<file path="src/rtl/hex_display_scanner.sv">
// Four-digit common-anode seven-segment scanner.
// The 16-bit word is latched once per frame so a scan never mixes two values.
// Each nibble is decoded to a hex glyph and the four digits are time-multiplexed,
// with an all-off gap at the start of every slot to suppress ghosting.
module hex_display_scanner #(
  parameter int REFRESH_DIV  = 50000,
  parameter int BLANK_CYCLES = 500
) (
  input  logic        clock,
  input  logic        reset,
  input  logic [15:0] value,
  input  logic        blank_lz,
  input  logic [3:0]  dp_mask,
  output logic [6:0]  seg,
  output logic        dp,
  output logic [3:0]  an,
  output logic [1:0]  digit_idx,
  output logic        frame_tick
);

  localparam int PW = $clog2(REFRESH_DIV);
  localparam logic [PW-1:0] P_LAST  = PW'(REFRESH_DIV - 1);
  localparam logic [PW-1:0] P_BLANK = PW'(BLANK_CYCLES);

  logic [PW-1:0] prescaler;
  logic [1:0]    digit_q;
  logic [15:0]   shadow;
  logic          wrap;
  logic          capture;

  logic [3:0]    nibble;
  logic          upper_zero;
  logic          lit;
  logic [6:0]    glyph;
  logic [6:0]    seg_d;
  logic          dp_d;
  logic [3:0]    an_d;

  assign wrap      = (prescaler == P_LAST);
  assign capture   = wrap && (digit_q == 2'd3);
  assign digit_idx = digit_q;

  // Slot timer, digit pointer and frame-boundary capture of the display word.
  always_ff @(posedge clock) begin
    if (reset) begin
      prescaler <= '0;
      digit_q   <= 2'd0;
      shadow    <= 16'h0000;
    end else begin
      if (wrap) begin
        prescaler <= '0;
        digit_q   <= digit_q + 2'd1;
      end else begin
        prescaler <= prescaler + PW'(1);
      end
      if (capture) begin
        shadow <= value;
      end
    end
  end

  // Pick the current nibble and whether it and all higher nibbles are zero.
  always_comb begin
    nibble     = shadow[3:0];
    upper_zero = 1'b0;
    case (digit_q)
      2'd3: begin
        nibble     = shadow[15:12];
        upper_zero = (shadow[15:12] == 4'h0);
      end
      2'd2: begin
        nibble     = shadow[11:8];
        upper_zero = (shadow[15:8] == 8'h00);
      end
      2'd1: begin
        nibble     = shadow[7:4];
        upper_zero = (shadow[15:4] == 12'h000);
      end
      default: begin
        nibble     = shadow[3:0];
        upper_zero = 1'b0;
      end
    endcase
  end

  // Hex glyph lookup, active-low {g,f,e,d,c,b,a}.
  always_comb begin
    glyph = 7'h7F;
    case (nibble)
      4'h0: glyph = 7'h40;
      4'h1: glyph = 7'h79;
      4'h2: glyph = 7'h24;
      4'h3: glyph = 7'h30;
      4'h4: glyph = 7'h19;
      4'h5: glyph = 7'h12;
      4'h6: glyph = 7'h02;
      4'h7: glyph = 7'h78;
      4'h8: glyph = 7'h00;
      4'h9: glyph = 7'h10;
      4'hA: glyph = 7'h08;
      4'hB: glyph = 7'h03;
      4'hC: glyph = 7'h46;
      4'hD: glyph = 7'h21;
      4'hE: glyph = 7'h06;
      default: glyph = 7'h0E;
    endcase
  end

  // Next output values: everything dark in the gap, anode stays on for blanked zeros.
  always_comb begin
    lit   = (prescaler >= P_BLANK);
    an_d  = 4'hF;
    seg_d = 7'h7F;
    dp_d  = 1'b1;
    if (lit) begin
      an_d  = ~(4'b0001 << digit_q);
      seg_d = (blank_lz && upper_zero) ? 7'h7F : glyph;
      dp_d  = ~dp_mask[digit_q];
    end
  end

  // Registered drivers so the pins change cleanly one cycle after the state.
  always_ff @(posedge clock) begin
    if (reset) begin
      seg        <= 7'h7F;
      dp         <= 1'b1;
      an         <= 4'hF;
      frame_tick <= 1'b0;
    end else begin
      seg        <= seg_d;
      dp         <= dp_d;
      an         <= an_d;
      frame_tick <= capture;
    end
  end

endmodule
</file>
<file path="config.mk">
export PLATFORM = sky130hd
export DESIGN_NAME = hex_display_scanner
export DESIGN_NICKNAME = d
export VERILOG_FILES = /design/src/rtl/hex_display_scanner.sv
export SDC_FILE = /design/constraint.sdc
export NUM_CORES = 1
export LEC_CHECK = 0
export ABC_AREA = 1
export CAP_MARGIN = 20
export CORE_UTILIZATION = 30
export DETAILED_ROUTE_END_ITERATION = 8
export DONT_BUFFER_PORTS = 1
export GPL_ROUTABILITY_DRIVEN = 0
export PLACE_DENSITY = 0.56
export SETUP_SLACK_MARGIN = 0.4
export SYNTH_ARGS = -nofsm -noshare
export SYNTH_HDL_FRONTEND = slang
export SYNTH_SLANG_ARGS = --single-unit
</file>
<file path="constraint.sdc">
create_clock -name clock -period 3.83 [get_ports clock]
set_clock_uncertainty 0.1 [all_clocks]
set_input_delay 0.1915 -clock clock [delete_from_list [all_inputs] [get_ports clock]]
set_output_delay 0.1915 -clock clock [all_outputs]
set_load 0.05 [all_outputs]
</file>
Word-level counts from Yosys, hierarchy flattened
Memory sizes are Yosys's and may differ from the RTL's. A register that Yosys moved wholly into a read port is not among the register bits.
Index checks and enable logic that the tools add are counted.
{"block": "classes", "n_addsub": 2, "n_mul": 0, "div": 0, "n_lt_le_gt_ge": 2, "eq_ne": 4, "n_shift": 1, "n_mux": 4, "bitwise_logic": 3, "n_reduce_logical": 8}
{"operator": "$add 16x1->16 const B", "count": 1}
{"operator": "$eq 16x16->1 const B", "count": 1}
{"operator": "$ge 16x9->1 const B", "count": 1}
{"operator": "$logic_not 12->1", "count": 1}
{"operator": "$pmux 4 s3", "count": 1}
{"operator": "$logic_not 8->1", "count": 1}
{"operator": "$eq 2x2->1 const B", "count": 2}
{"operator": "$logic_not 4->1", "count": 1}
{"operator": "$not 4->4", "count": 1}
{"operator": "$reduce_or 2->1", "count": 2}
{"operator": "$shl 1x2->4 const A", "count": 1}
{"operator": "$lt 2x3->1 const B", "count": 1}
{"operator": "$pmux 1 s3", "count": 1}
{"operator": "$reduce_or 3->1", "count": 1}
{"operator": "$add 2x1->2 const B", "count": 1}
{"operator": "$bmux 1 s2", "count": 1}
{"operator": "$eq 2x1->1 const B", "count": 1}
{"operator": "$logic_and 1x1->1", "count": 2}
{"operator": "$not 1->1", "count": 2}
{"operator": "$mux 1", "count": 1}
{"block": "totals", "regBits": 40, "latchBits": 0, "mem_bits_rw": 0, "rom_bits": 112, "in_bits": 23, "out_inout_bits": 15, "memories": 1}
{"memory": "(name not given)", "words": 16, "width": 7, "read_ports": 1, "rd_clocked_by_memory_dff": 1, "wr": 0, "line_no": "89", "rtl": "case (nibble)"}

Longest topological paths before layout
Gate-level depths: netlist of run 1.
{"block": "depth", "ltp_word": 4, "mapped_depth": 13}

Least setup slack after synthesis of run 1
No wires, ideal clock.
{"block": "synth_path", "kind": "register to register", "startpoint": "register digit_q[0] (netlist: digit_idx[0])", "endpoint": "register seg[0]", "t_arrival_ps": 2465, "slack_ps": 1142, "stages_incl_launch_ff": 14, "synth_period_minus_slack_ps": 2688, "path_cell_list": "dfxtp_1 inv_1 ha_1 inv_2 nand2_1 o21ai_0 inv_1 ha_1 inv_1 nand3_1 nand3_1 nand2_1 inv_1 nand2_1"}
{"block": "synth_via", "elab_chain_cells": 4}
{"item": "start: declaration", "line_no": "26", "rtl": "logic [1:0] digit_q;"}
{"item": "start signal: assignment", "line_no": "52", "rtl": "digit_q <= digit_q + 2'd1;"}
{"item": "$eq 2x1->1 or $eq 2x2->1 (tied branches)", "line_no": "66", "rtl": "case (digit_q)"}
{"item": "$pmux 1 s3", "line_no": "66"}
{"item": "$logic_and 1x1->1", "line_no": "117", "rtl": "seg_d = (blank_lz && upper_zero) ? 7'h7F : glyph;"}
{"item": "$reduce_or 3->1 (no line)"}
{"item": "end: declaration", "line_no": "14", "rtl": "output logic [6:0] seg,"}
Parallel ways exist; a longest one is shown, timed or not.
A chain may end at the register's enable or synchronous reset.

Worst setup path in the final report of run 1
Same ends and word-level chain as after synthesis.

==> results of run 1 <==
through the flow:
step / utilization / cells / hold WS, ps
6_report: 0.358 / 463 / 110
3_3_place_gp: 0.321 / 436 / 166
3_5_place_dp: 0.321 / 436 / 168
5_1_grt: 0.358 / 463 / 126
2_1_floorplan: - / 344 / 266
4_1_cts: 0.358 / 463 / 110
synth_stat cells:
library cell and instances:
inv_1 31, or2_2 4, buf_6 4, nor3b_1 2, o21a_1 1, nor2_1 23, nor2_2 1, dfxtp_1 47
nand4_1 22, nor4_1 1, nand2_4 1, ha_1 12, nand2_2 4, buf_4 1, or2_1 1, nor3_2 1
clkbuf_1 3, a22oi_1 1, inv_2 3, a21oi_1 30, nor2_4 2, buf_2 3, o21ai_0 4, nor3_1 7
nand2_1 99, nand3b_1 1, o21ai_1 1, xnor2_1 2, nand3_2 1, xor2_1 2, nand3_1 27, a21oi_2 1
o21ai_2 1
sequential cells by signal, summed over array words and instances (netlist names):
register    flops
shadow         16
dp              1
an              4
prescaler      16
frame_tick      1
digit_idx       2
seg             7
routing by layer:
metal | up-vias | global-route usage | wire length [um]
met2 | 53 | 0.244 | 2810
met4 | 0 | 0.0599 | 98
met5 | - | 0 | 0
li1 | 1149 | - | -
met3 | 10 | 0.0337 | 248
met1 | 1019 | 0.174 | 2590
cell families (layout without fill, tap and decap cells):
family,Yosys count,in the layout,share of synthesized area
XOR/XNOR,4,4,0.0143
flip-flops,47,47,0.384
AND/OR/NAND/NOR,197,197,0.372
buffers and inverters,45,62,0.0842
AO/OA/AOI/OAI,39,39,0.0847
adder cells (fa/ha/maj),12,12,0.0613
layout make-up:
class / instances / area (um2) / share of cell area
clock buffers: 8 / 100 / 0.0358
well taps: 102 / 128 / 0.0456
repair buffers: 20 / 198 / 0.0707
inverters: 34 / 128 / 0.0456
flip-flops and latches: 47 / 941 / 0.336
multi-input cells: 252 / 1300 / 0.466
worst min path at each step:
| stage | startpoint | endpoint | slack (ps) | cells past startpoint |
|---|---|---|---|---|
| detailed placement | reset | shadow[7] | 170 | 1 |
| global route | reset | prescaler[7] | 130 | 3 |
| floorplan | value[0] | shadow[0] | 270 | 2 |
| finish | reset | prescaler[7] | 110 | 3 |
| global placement | reset | shadow[6] | 170 | 1 |
| CTS | reset | prescaler[15] | 110 | 3 |
tightest hold or removal path: stages:
cell	delay, ps
inv_1	50
nand2_4	180
a21oi_1	50
power by group through the flow:
| stage | registers [mW] | clock network [mW] | logic (mW) |
|---|---|---|---|
| floorplan | 0.504 | 0 | 0.0115 |
| global placement | 0.504 | 0 | 0.00935 |
| detailed placement | 0.505 | 0 | 0.00948 |
| CTS | 0.493 | 0.346 | 0.0283 |
| global route | 0.494 | 0.373 | 0.0309 |
| finish | 0.493 | 0.335 | 0.0282 |
==> metrics.txt, run 1 <==
total wire length=approximately 5800 um; cell area after placement=2510 um2; post-CTS resize count=0; Design Area, Final=around 2800 um2; commonest non-fill, non-tap cell in the layout=nand2_1; die area=between 8000 and 9000 um2; CP cell instances=inv_1, ha_1, inv_2, nand2_1, o21ai_0, inv_1, ha_1, inv_1, nand3_1, nand3_1, nand2_1, inv_1, nand2_1; Max Buffers Root-to-Sink=2; cell count after synthesis=between 300 and 400; Top delay family on crit path=flip-flops; Clock Power Share=0.391; number of diodes=0; maxcap violations=0; DP HPWL=~4200 um; RSZ-0062 raised after global routing=false; pre-CTS setup slack=809 ps; HP Class=primary input to flip-flop; H-tree levels=2; Filler Cells Inserted=approximately 820; Total Routing Usage GR=0.144; status=finished clean; Final setup violation count=0; CP max-delay cell=dfxtp_1; reg2reg end=seg[0]; reg2reg setup slack=810 ps; Cell Int Power=0.671 mW; Setup Buffers After CTS=0; worst path arrival time=about 3100 ps; Max-slew headroom=0.481; most frequent cells in the layout=nand2_1 (99), dfxtp_1 (47), inv_1 (31); post-synth top area share=0.384; Iter 0 DRT Violations=150; initial antenna violation count=0; leakage power=approximately 1.1 nW; Yosys top cell by area=dfxtp_1; Tcrit/Tclk final=0.789; syn_nets=roughly 380; DR WL/cell=around 12 um; Startpoint Class=flip-flop; num ports=38; WP depth=13; Cell Pwr Density=a little over 300 nW/um2; CTS tree=yes; Comb power frac=0.033; Die H=92.4 um; Core Rows=32; Clock Sinks=47; GR Overflow Total=0; Fin. Hold Viols=0; Final min period=3020 ps; setup total negative slack=0 ps; die span in x=92.4 um; Worst Setup SP=digit_idx[0]; pin count of the biggest net entering global routing=22; worst reg2reg path depth=13; top cells by area, synth=dfxtp_1 (38%), nand2_1 (15%), a21oi_1 (6.1%); Required @ worst endpoint=roughly 3900 ps; sw frac=0.216; CP dominant cell by count=inv_1; CORE AREA=7810 um2; Post-CTS Hold Buffers=19; port buffer count=0; crit path kind=flip-flop to flip-flop; Via density=4.82; Cell Area, Synth=2450 um2; ratio of cells with drive above 1 in the final layout=0.0748; worst skew pair latency=300 ps; Unique masters post-synth=33; CTS root buf=clkbuf_8; # DRC=0; critical path capture point type=flip-flop; 1st-pass router iterations=5; worst setup path end=seg[0]; Initial Utilization=0.314; Achievable Freq=about 330 MHz; synthesis-to-layout area growth=14.1%; count of yosys warnings during synthesis=0; post-route ant nets=0; Final Max Tran Viols=0; via count=between 2k and 2.5k; worst setup margin=about 810 ps; Peak VDD IR=between 100 and 150 uV; peak fanout along the critical path=10; Mean Syn Cell Area=slightly above 7 um2; global-route wire length before repair=a little under 10000 um; sequential share of power=0.576; register area share after synthesis=0.384; Inserted Clock Buffers=5; WP buf/inv=5; RR Startpoint=digit_idx[0]; nets@finish=about 400; total net switching power=0.185 mW; vias in the first global route=about 2.1k; Seq cells post-synth=47; register clock-pin slew on the reported worst setup and hold paths=roughly 90 ps; total power=about 0.86 mW; Worst-Margin Slew=776 ps; Critical Path Max Stage Delay=760 ps
No activity file was read; power rests on OpenSTA's default activity.
==> run 2: changes to the inputs <==
- PLACE_DENSITY: 0.56 -> 0.57
- clock period: 3.83 -> 2.6 ns (I/O delays scaled with it)
==> metrics.txt, run 2 (synthesis gave the netlist of run 1 again) <==
nets@finish=402 (was 395); RR Startpoint=digit_idx[0] (unchanged); worst setup margin=535 ps (was 807 ps); setup total negative slack=0 ps (unchanged); ratio of cells with drive above 1 in the final layout=0.117 (was 0.0748); HP Class=primary input to flip-flop (unchanged); GR Overflow Total=0 (unchanged); Hold Path End=prescaler[1] (was prescaler[7]); worst reg2reg path depth=12 (was 13); CTS root buf=clkbuf_8 (unchanged); top flop regs=prescaler (16), shadow (16), seg (7) (unchanged); Via density=4.77 (was 4.82); # DRC=0 (unchanged); Required @ worst endpoint=2680 ps (was 3930 ps); cell area after placement=2540 um2 (was 2510 um2); reg2reg setup slack=530 ps (was 810 ps); RSZ-0062 raised after global routing=false (unchanged); Initial Utilization=0.314 (unchanged); synthesis-to-layout area growth=16.6% (was 14.1%); maxcap violations=0 (unchanged); 1st-pass router iterations=4 (was 5); total wire length=5850 um (was 5750 um); leakage power=1.07 nW (was 1.06 nW); vias in the first global route=2238 (was 2091); Tcrit/Tclk final=0.794 (was 0.789); number of diodes=0 (unchanged); combined area of the multi-input logic cells=1330 um2 (was 1300 um2); Hold Path Depth=3 (unchanged); Iter 0 DRT Violations=102 (was 150); pin count of the biggest net entering global routing=20 (was 22); most frequent cells in the layout=nand2_1 (99), dfxtp_1 (45), a21oi_1 (30) (was nand2_1 (99), dfxtp_1 (47), inv_1 (31)); Filler Cells Inserted=825 (was 818); Die H=92.4 um (unchanged); Clock Power Share=0.357 (was 0.391); via count=2236 (was 2231); Total Routing Usage GR=0.147 (was 0.144); Final setup violation count=0 (unchanged); global-route wire length before repair=10200 um (was 9770 um); total net switching power=0.261 mW (was 0.185 mW); Max-slew headroom=0.512 (was 0.481); sequential share of power=0.608 (was 0.576); num ports=38 (unchanged); CP max-delay cell=dfxtp_4 (was dfxtp_1); worst skew pair latency=290 ps (was 300 ps); register clock-pin slew on the reported worst setup and hold paths=90 ps (about the same); CTS tree=yes (unchanged); initial antenna violation count=0 (unchanged); Core Rows=32 (unchanged); die span in x=92.4 um (unchanged); Post-Place Cells=439 (was 436); Peak VDD IR=235 uV (was 132 uV); H-tree levels=2 (unchanged); Critical Path Max Stage Delay=490 ps (was 760 ps); peak fanout along the critical path=7 (was 10); commonest non-fill, non-tap cell in the layout=nand2_1 (unchanged); CORE AREA=7810 um2 (unchanged); Cell Int Power=0.931 mW (was 0.671 mW); critical path capture point type=flip-flop (unchanged); Final Max Tran Viols=0 (unchanged); Clock Sinks=47 (unchanged); register area=948 um2 (was 941 um2); sw frac=0.219 (was 0.216); Achievable Freq=484 MHz (was 331 MHz); Inserted Clock Buffers=5 (unchanged); HP Start=reset (unchanged); port buffer count=0 (unchanged); Final Non-Filler Cells=469 (was 463); post-route ant nets=0 (unchanged); crit path kind=flip-flop to flip-flop (unchanged); DP HPWL=4240 um (was 4150 um); CP cell instances=inv_4, ha_1, inv_2, or2_2, o21ai_2, buf_4, ha_1, nand3_1, nand3_1, nand2_1, inv_1, nand2_1 (was inv_1, ha_1, inv_2, nand2_1, o21ai_0, inv_1, ha_1, inv_1, nand3_1, nand3_1, nand2_1, inv_1, nand2_1); Comb power frac=0.036 (was 0.033); Max Buffers Root-to-Sink=2 (unchanged); die area=8540 um2 (unchanged); DR WL/cell=12.5 um (was 12.4 um); reg2reg end=seg[3] (was seg[0]); Worst-Margin Slew=729 ps (was 776 ps); pre-CTS setup slack=245 ps (was 809 ps); total power=1.19 mW (was 0.856 mW); Fin. Hold Viols=0 (unchanged); Final min period=2070 ps (was 3020 ps); Startpoint Class=flip-flop (unchanged); Cell Pwr Density=417 nW/um2 (was 306 nW/um2); Final Util=0.366 (was 0.358); status=finished clean (unchanged); worst hold slack=57.3 ps (was 110 ps); Design Area, Final=2860 um2 (was 2800 um2); worst path arrival time=2150 ps (was 3120 ps)
-- run 2: cell count changes in the layout (fill, tap and decap cells not counted), sizes merged --
cell    before  now
buf          1    8
clkbuf       8    7
-- run 2: per-layer routing --
metal	vias up	global-route usage	wire (um)
met1	1016	0.184	2750
li1	1172	-	-
met4	0	0.0456	87
met2	38	0.251	2790
met5	-	0	0
met3	10	0.0320	226
-- run 2: what timing repair did --
| action | CTS | global route |
|---|---|---|
| pin swaps | 1 | 0 |
| gates resized for setup | 2 | 8 |
| hold buffers | 19 | 0 |
| endpoints found under the setup margin | 6 | 7 |
| hold endpoints to repair | 20 | 0 |
| setup buffers | 2 | 2 |
-- run 2: area by class of cell --
class | instances | share of cell area
repair buffers | 27 | 0.0875
inverters | 34 | 0.0455
clock buffers | 7 | 0.0267
multi-input cells | 252 | 0.464
well taps | 102 | 0.0446
flip-flops and latches | 47 | 0.332
-- run 2: power by group through the flow --
stage,Combinational (mW),Clock [mW],Sequential [mW]
finish,0.0426,0.425,0.724
global route,0.0471,0.481,0.725
CTS,0.0431,0.448,0.724
detailed placement,0.0144,0,0.741
global placement,0.0136,0,0.741
floorplan,0.0169,0,0.740
-- run 2: critical path, delay by kind of cell (launching register included) --
family | cells | cell delay (ps)
buffers and inverters | 4 | 360
DFF | 1 | 490
AOI/OAI and AO/OA | 1 | 60
adders and majority gates | 2 | 490
and+or+nand+nor | 5 | 440
-- run 2: how the worst max path moves through the flow --
stage / depth (start not counted) / end / slack (ps) / startpoint
2_1_floorplan: 13 / seg[0] / 440 / digit_idx[0]
3_3_place_gp: 13 / seg[3] / 310 / digit_idx[0]
3_5_place_dp: 11 / seg[6] / 250 / digit_idx[0]
4_1_cts: 13 / seg[0] / 430 / digit_idx[1]
5_1_grt: 13 / seg[0] / 400 / digit_idx[0]
6_report: 12 / seg[3] / 530 / digit_idx[0]
